## config.mk

```make
export PLATFORM = sky130hd
export DESIGN_NAME = axi_slave0_wr_master
export DESIGN_NICKNAME = d
export VERILOG_FILES = /design/src/rtl/axi_slave0_wr_master.sv
export SDC_FILE = /design/constraint.sdc
export NUM_CORES = 1
export LEC_CHECK = 0
export BUFFER_PORTS_ARGS = -buffer_cell sky130_fd_sc_hd__buf_2
export CAP_MARGIN = 20
export CORE_ASPECT_RATIO = 1.75
export CORE_MARGIN = 5
export CORE_UTILIZATION = 45
export DETAILED_ROUTE_END_ITERATION = 8
export HOLD_SLACK_MARGIN = 0.05
export PLACE_DENSITY_LB_ADDON = 0.12
export SETUP_SLACK_MARGIN = 0.05
export SYNTH_ARGS = -nofsm -noshare
export SYNTH_HDL_FRONTEND = slang
export SYNTH_SLANG_ARGS = --single-unit
```

## constraint.sdc

```tcl
create_clock -name clk -period 5 [get_ports clk]
set_input_delay 0.5 -clock clk [delete_from_list [all_inputs] [get_ports clk]]
set_output_delay 0.5 -clock clk [all_outputs]
set_load 0.03 [all_outputs]
```

## src/rtl/axi_slave0_wr_master.sv

```systemverilog
// AXI4 write initiator for the Slave 0 window: range-checks one burst command, runs AW/W/B, returns one status.
// Optional B-channel timeout is compiled in with `define AXI_WR_MASTER_TIMEOUT_EN.
module axi_slave0_wr_master #(
   parameter logic [31:0] S0_BASE     = 32'h0000_0000,
   parameter logic [31:0] S0_END      = 32'h0000_0FFF,
   parameter int unsigned TIMEOUT_CYC = 256
) (
   input  logic        clk,
   input  logic        rst,
   input  logic        cmd_valid,
   output logic        cmd_ready,
   input  logic [31:0] cmd_addr,
   input  logic [7:0]  cmd_len,
   input  logic [5:0]  cmd_id,
   input  logic [31:0] wr_data,
   input  logic [3:0]  wr_strb,
   input  logic        wr_valid,
   output logic        wr_ready,
   output logic        rsp_valid,
   output logic [1:0]  rsp_resp,
   output logic [5:0]  awid,
   output logic [31:0] awaddr,
   output logic [7:0]  awlen,
   output logic [2:0]  awsize,
   output logic [1:0]  awburst,
   output logic        awvalid,
   input  logic        awready,
   output logic [31:0] wdata,
   output logic [3:0]  wstrb,
   output logic        wlast,
   output logic        wvalid,
   input  logic        wready,
   input  logic [5:0]  bid,
   input  logic [1:0]  bresp,
   input  logic        bvalid,
   output logic        bready
);

   typedef enum logic [2:0] {IDLE, CHK, XFER, RESP_WAIT, DONE} state_t;

   state_t      state, state_nx;
   logic [31:0] addr_q;
   logic [7:0]  len_q;
   logic [5:0]  id_q;
   logic [7:0]  beat_cnt;
   logic        aw_done, w_done;
   logic [1:0]  rsp_resp_nx;
   logic [32:0] span, last_byte, base_diff;
   logic        range_ok, w_open, w_hs, b_timeout;

   // 33-bit arithmetic: a carry out of the end address or a borrow below the base both fail the check
   assign span      = ({25'd0, len_q} + 33'd1) << 2;
   assign last_byte = {1'b0, addr_q} + span - 33'd1;
   assign base_diff = {1'b0, addr_q} - {1'b0, S0_BASE};
   assign range_ok  = (addr_q[1:0] == 2'b00) && !base_diff[32] && (last_byte <= {1'b0, S0_END});

   assign w_open    = (state == XFER) && !w_done;
   assign cmd_ready = (state == IDLE);
   assign awvalid   = (state == XFER) && !aw_done;
   assign awid      = id_q;
   assign awaddr    = addr_q;
   assign awlen     = len_q;
   assign awsize    = 3'b010;
   assign awburst   = 2'b01;
   assign wvalid    = w_open && wr_valid;
   assign wr_ready  = w_open && wready;
   assign wdata     = wr_data;
   assign wstrb     = wr_strb;
   assign wlast     = w_open && (beat_cnt == len_q);
   assign w_hs      = wvalid && wready;
   assign bready    = (state == RESP_WAIT);
   assign rsp_valid = (state == DONE);

`ifdef AXI_WR_MASTER_TIMEOUT_EN
   localparam int TCNT_W = $clog2(TIMEOUT_CYC + 1);
   logic [TCNT_W-1:0] tcnt;

   // tcnt counts completed RESP_WAIT cycles; it restarts from zero on every entry
   always_ff @(posedge clk or posedge rst) begin
      if (rst)
         tcnt <= '0;
      else if (state != RESP_WAIT)
         tcnt <= '0;
      else
         tcnt <= tcnt + 1'b1;
   end

   assign b_timeout = (tcnt == TCNT_W'(TIMEOUT_CYC - 1));
`else
   assign b_timeout = 1'b0;
`endif

   always_ff @(posedge clk or posedge rst) begin
      if (rst)
         state <= IDLE;
      else
         state <= state_nx;
   end

   // NOTE: every output of this block gets a default before the case, so no path leaves one unassigned (no latch).
   always_comb begin
      state_nx    = state;
      rsp_resp_nx = rsp_resp;
      case (state)
         IDLE:      if (cmd_valid) state_nx = CHK;
         CHK: begin
            if (range_ok) begin
               state_nx = XFER;
            end else begin
               state_nx    = DONE;
               rsp_resp_nx = 2'b11;
            end
         end
         XFER:      if (aw_done && w_done) state_nx = RESP_WAIT;
         RESP_WAIT: begin
            if (bvalid) begin
               state_nx    = DONE;
               rsp_resp_nx = (bid != id_q) ? 2'b10 : bresp;
            end else if (b_timeout) begin
               state_nx    = DONE;
               rsp_resp_nx = 2'b10;
            end
         end
         DONE:      state_nx = IDLE;
         default:   state_nx = IDLE;
      endcase
   end

   // NOTE: sequential state uses non-blocking assignments so every register samples pre-edge values.
   always_ff @(posedge clk or posedge rst) begin
      if (rst) begin
         addr_q   <= '0;
         len_q    <= '0;
         id_q     <= '0;
         beat_cnt <= '0;
         aw_done  <= 1'b0;
         w_done   <= 1'b0;
         rsp_resp <= 2'b00;
      end else begin
         rsp_resp <= rsp_resp_nx;
         if (state == IDLE && cmd_valid) begin
            addr_q   <= cmd_addr;
            len_q    <= cmd_len;
            id_q     <= cmd_id;
            beat_cnt <= '0;
            aw_done  <= 1'b0;
            w_done   <= 1'b0;
         end
         if (awvalid && awready)
            aw_done <= 1'b1;
         if (w_hs) begin
            beat_cnt <= beat_cnt + 8'd1;
            if (wlast)
               w_done <= 1'b1;
         end
      end
   end

endmodule

```

### Yosys cells after proc, flatten, opt, wreduce, memory -nomap -nowiden

Cells that the tools add are included.

| storage, ports and cells | value |
|---|---|
| logic and storage cells | 58 |
| memories kept | 0 |
| input bits | 97 |
| latch bits | 0 |
| memory bits (writable) | 0 |
| output and inout port bits | 96 |
| bits in read-only memories | 0 |
| register bits | 61 |

| operators by class | value |
|---|---|
| $mul | 0 |
| mux-type cells | 16 |
| equality and inequality tests | 10 |
| order comparisons | 1 |
| shift operators | 0 |
| div/mod/pow operators | 0 |
| reduce and logical (&&, ||, !) cells | 19 |
| add/sub/neg operators | 4 |
| bitwise gates (word level) | 0 |

Operators by type and width:

| kind | count |
|---|---|
| $add A32 B11 Y33 | 1 |
| $le A33 B12 Y1 const B | 1 |
| $sub A33 B1 Y33 const B | 1 |
| $mux W8 | 2 |
| $mux W3 | 4 |
| $pmux W3 S4 | 1 |
| $logic_and A1 B1 Y1 | 10 |
| $add A8 B1 Y9 const B | 1 |
| $add A8 B1 Y8 const B | 1 |
| $eq A8 B8 Y1 | 1 |
| $eq A3 B2 Y1 const B | 2 |
| $mux W2 | 3 |
| $ne A2 B2 Y1 const B | 3 |
| $ne A6 B6 Y1 | 1 |
| $reduce_and A3 Y1 | 2 |
| $reduce_bool A2 Y1 | 3 |
| $mux W1 | 5 |
| $pmux W2 S2 | 1 |
| $eq A3 B1 Y1 const B | 1 |
| $eq A3 B3 Y1 const B | 1 |
| $logic_not A3 Y1 | 1 |
| $logic_not A1 Y1 | 2 |
| $logic_not A2 Y1 | 1 |
| $ne A2 B1 Y1 const B | 1 |

### Logic depth before layout (Yosys ltp)

| depth | value |
|---|---|
| word-level depth | 7 |
| depth in mapped cells | 18 |
| depth with buffers taken out | 17 |

### Worst setup path before layout

Ideal clock, no wire load.

| timing path | value |
|---|---|
| kind | register -> register |
| from | reg len_q[0] (netlist: awlen[0]) |
| to | reg rsp_resp[1] |
| arrival time | 4.370 ns |
| period minus slack after synthesis | 4.496 ns |
| cell stages (with the launch flop) | 19 |
| path slack | 0.504 ns |
| required time | 4.875 ns |
| cell sequence | dfrtp_1 -> ha_1 -> nand3_1 -> nor2_1 -> nand3_1 -> ha_1 -> inv_1 -> ha_1 -> buf_2 -> and4_1 -> and2_1 -> o21ai_0 -> a2111o_1 -> and2_1 -> a32o_1 -> or4_4 -> nor4_4 -> a21oi_2 -> mux2_4 |

| on the way | value |
|---|---|
| word-level cells in the longest chain between the ends | 7 |

RTL lines:

| element | RTL line | RTL |
|---|---|---|
| from (decl) | 43 | `logic [7:0] len_q;` |
| from (signal assigned) | 143 | `len_q <= cmd_len;` |
| $add A8 B1 Y9 | 52 | `assign span = ({25'd0, len_q} + 33'd1) << 2;` |
| $add A32 B11 Y33 | 53 | `assign last_byte = {1'b0, addr_q} + span - 33'd1;` |
| $sub A33 B1 Y33 | 53 |  |
| $le A33 B12 Y1 | 55 | `assign range_ok = (addr_q[1:0] == 2'b00) && !base_diff[32] && (last_byte <= {1'b0, S0_END});` |
| $logic_and A1 B1 Y1 | 55 |  |
| $ne A2 B2 Y1 (no source line) | n/a |  |
| $reduce_and A3 Y1 (no source line) | n/a |  |
| to (signal assigned) | 140 | `rsp_resp <= rsp_resp_nx;` |
| to (decl) | 20 | `output logic [1:0] rsp_resp,` |

Every way passes these cells.
A chain may end at the register's enable or synchronous reset.

### Final worst setup path

| timing path | value |
|---|---|
| from | reg len_q[1] (netlist: awlen[1]) |
| to | reg rsp_resp[1] |

The elaborated chain is that of the path after synthesis.

==> impl_metrics.ini <==
[status]
outcome = complete, no violations

[sta]
hold_violations = 0
fmax_mhz = 213
totalNegativeSetupSlack_ns = 0
finalMaxSlewViolations = 0
grt_setup_unrepaired = no
timing.final.crit_share_pct = 93.9
setup_viol = 0
tightest_slew_ns = 0.827
finalWorstPathRequiredPeriod_ns = 4.69
finClkSkew_ns = 0.00815
relSlewSlack_pct = 44.9

[clocking]
cts_tree = done
root_buffer = clkbuf_16
clock_sinks = 61
cts_buffers = 9
cts_resized = 0
htreeDepth = 3
clk_pin_slew_ns = 0.06
clk_latency_ns = 0.33
cts_post_setup_buffers_inserted = 0
max-clock-path-buffers = 2
cts.hold.buffers_added = 0

[global_routing]
grt_util_all_layers_pct = 22.3
overflow = 0
grt_pass1_vias = 5314
antenna_found_initial = 1
grt_max_degree = 62
grt_pass1_wl_mm = 25.8

[synth]
synth_area_sq_um = 5370
yosysMostFrequentCell = nand2_1
postSynthCellCount = 700
async_reset_ff_share_pct = 100
synthFlopType = dfrtp_1
ys_top_cells_by_area = dfrtp_1 (28%), ha_1 (10%), nand2_1 (8.3%)
ys_warn_count = 0
synth_top_area_cell = dfrtp_1
ys_types = 65
syn_avg_cell_area_sq_um = 7.67
ys_ff_latch = 61
synth.top_cell.area_share_pct = 28.4
ys_top_cells_by_count = nand2_1 (119), o21ai_0 (74), inv_1 (65)
synth_enable_flop_cells = 0
yosysSeqAreaShare_pct = 28.4

[detailed_routing]
routedWlPerCell_microns = 17.7
drtIter0Drc = 247
vias = 5167
post_drt_via_cell_ratio = 5.72
wl_mm = 16.0
drt_drc_violations_left = 0
ant_nets = 0
first_pass_iters = 7

[worst_setup_path]
worst_setup_path_start_kind = register
cp.required_ns = 5.21
crit_type = reg -> reg
cp-end-kind = register
cp_max_fo = 7
critPathArrivalTime_ns = 4.90

[floorplan]
ios = 193
die_h_microns = 154
start_util_pct = 46.1
die_w_microns = 92.6
num_rows = 52
die_area_sq_um = 14300
core-area_sq_um = 11600

[layout]
nets = 905
layout-drive-gt1-share_pct = 19.9
syn_to_final_growth_pct = 12.4
nFillCells = 1125
diodes = 0

[placement]
globalplace.congestion = 0.931
portBuffers = 115
hpwl_mm = 12.7

[hold_path]
min_path_type = in -> async

[flow_run]
drv_cap = 0
## worst max-delay path, stage by stage, from the launching register on
cell	delay (ns)
dfrtp_1	0.44
ha_1	0.22
nand3_1	0.13
nor2_1	0.21
xnor2_1	0.10
ha_1	0.29
inv_1	0.04
ha_1	0.38
a21oi_1	0.13
o21ai_1	0.27
a211oi_1	0.19
a2111o_1	0.47
and2_1	0.18
a32o_1	0.22
or4_4	0.55
nor4_4	0.33
a21oi_2	0.13
mux2_4	0.31
## metal layers
layer	track usage, %	wire, microns	vias up
met4	11.6	647	2
met1	23.9	5980	2394
met3	3.35	781	43
met5	0	7	-
met2	41.5	8610	213
li1	-	-	2515
## flip-flops by register name (all words and copies together), names as in the netlist
name and cells:
rsp_resp 2, state 3, awid 6, beat_cnt 8, w_done 1, awlen 8
awaddr 32, aw_done 1
## cells by family (layout without fill, tap and decap cells)
logic type	count (synthesis)	count (layout)	synth area share, %
AOI/OAI and AO/OA	178	178	20.4
and+or+nand+nor	244	244	21.8
muxes	9	9	1.84
xor gates and xnor gates	27	27	4.41
DFF	61	61	28.4
adders and majority gates	45	45	10.6
buffers and inverters	134	199	12.4
other	2	5	0.140
## area by class of cell
cell class | count | area, sq um | share of cell area, %
multi-input cells | 508 | 3190 | 52.9
clock inverters | 7 | 75.1 | 1.25
well taps | 135 | 169 | 2.80
clock buffers | 9 | 225 | 3.74
inverters | 65 | 244 | 4.05
repair buffers | 118 | 598 | 9.92
flip-flops and latches | 61 | 1530 | 25.3
## through the flow
step           cells  utilization, %  setup WS (ns)  hold slack, ns  area, sq um
2_1_floorplan    703               -          0.504           0.467         5380
3_3_place_gp     887            49.2          0.416           0.500         5730
3_5_place_dp     887            49.2          0.267           0.503         5730
4_1_cts          903            51.7          0.257           0.348         6030
5_1_grt          903            51.8         0.0578           0.358         6030
6_report         903            51.8          0.307           0.345         6030
## cells in the final DEF, fill, tap and decap left out, types with 4 or more instances in the layout
cell,netlist,routed
ha_1,44,43
o21ai_0,74,73
buf_2,6,115
nand4_1,18,18
xnor2_1,15,15
nor3_1,13,13
and2_1,6,5
mux2i_1,5,5
o211ai_1,4,4
o21bai_1,4,4
o21ai_1,6,7
a21o_1,7,7
nand3_1,17,17
xor2_1,12,12
conb_1,2,5
a31oi_1,4,4
a21oi_1,34,34
nor4_1,4,4
dfrtp_1,61,60
nand2_1,119,119
o31ai_1,4,4
a211oi_1,8,8
o21a_1,4,4
and3_1,8,8
o2111ai_1,4,4
clkbuf_16,0,9
or3_1,6,6
inv_1,65,64
nor2_1,32,32
## final timing paths
path / from / to / slack (ns) / cells after the start
worst max-delay path: awlen[1] / rsp_resp[1] / 0.31 / 17
worst min-delay path: rst / awaddr[25] / 0.35 / 3
worst max register to register: awlen[1] / rsp_resp[1] / 0.31 / 17
worst min register to register: beat_cnt[7] / beat_cnt[7] / 0.51 / 1
max in group asynchronous: rst / awlen[0] / 4.01 / 3
min in group clk: cmd_len[7] / awlen[7] / 0.36 / 3
Power is left out: the tool's default activity adds up to more than one toggle a clock period on the data nets, which glitch-free logic cannot reach.
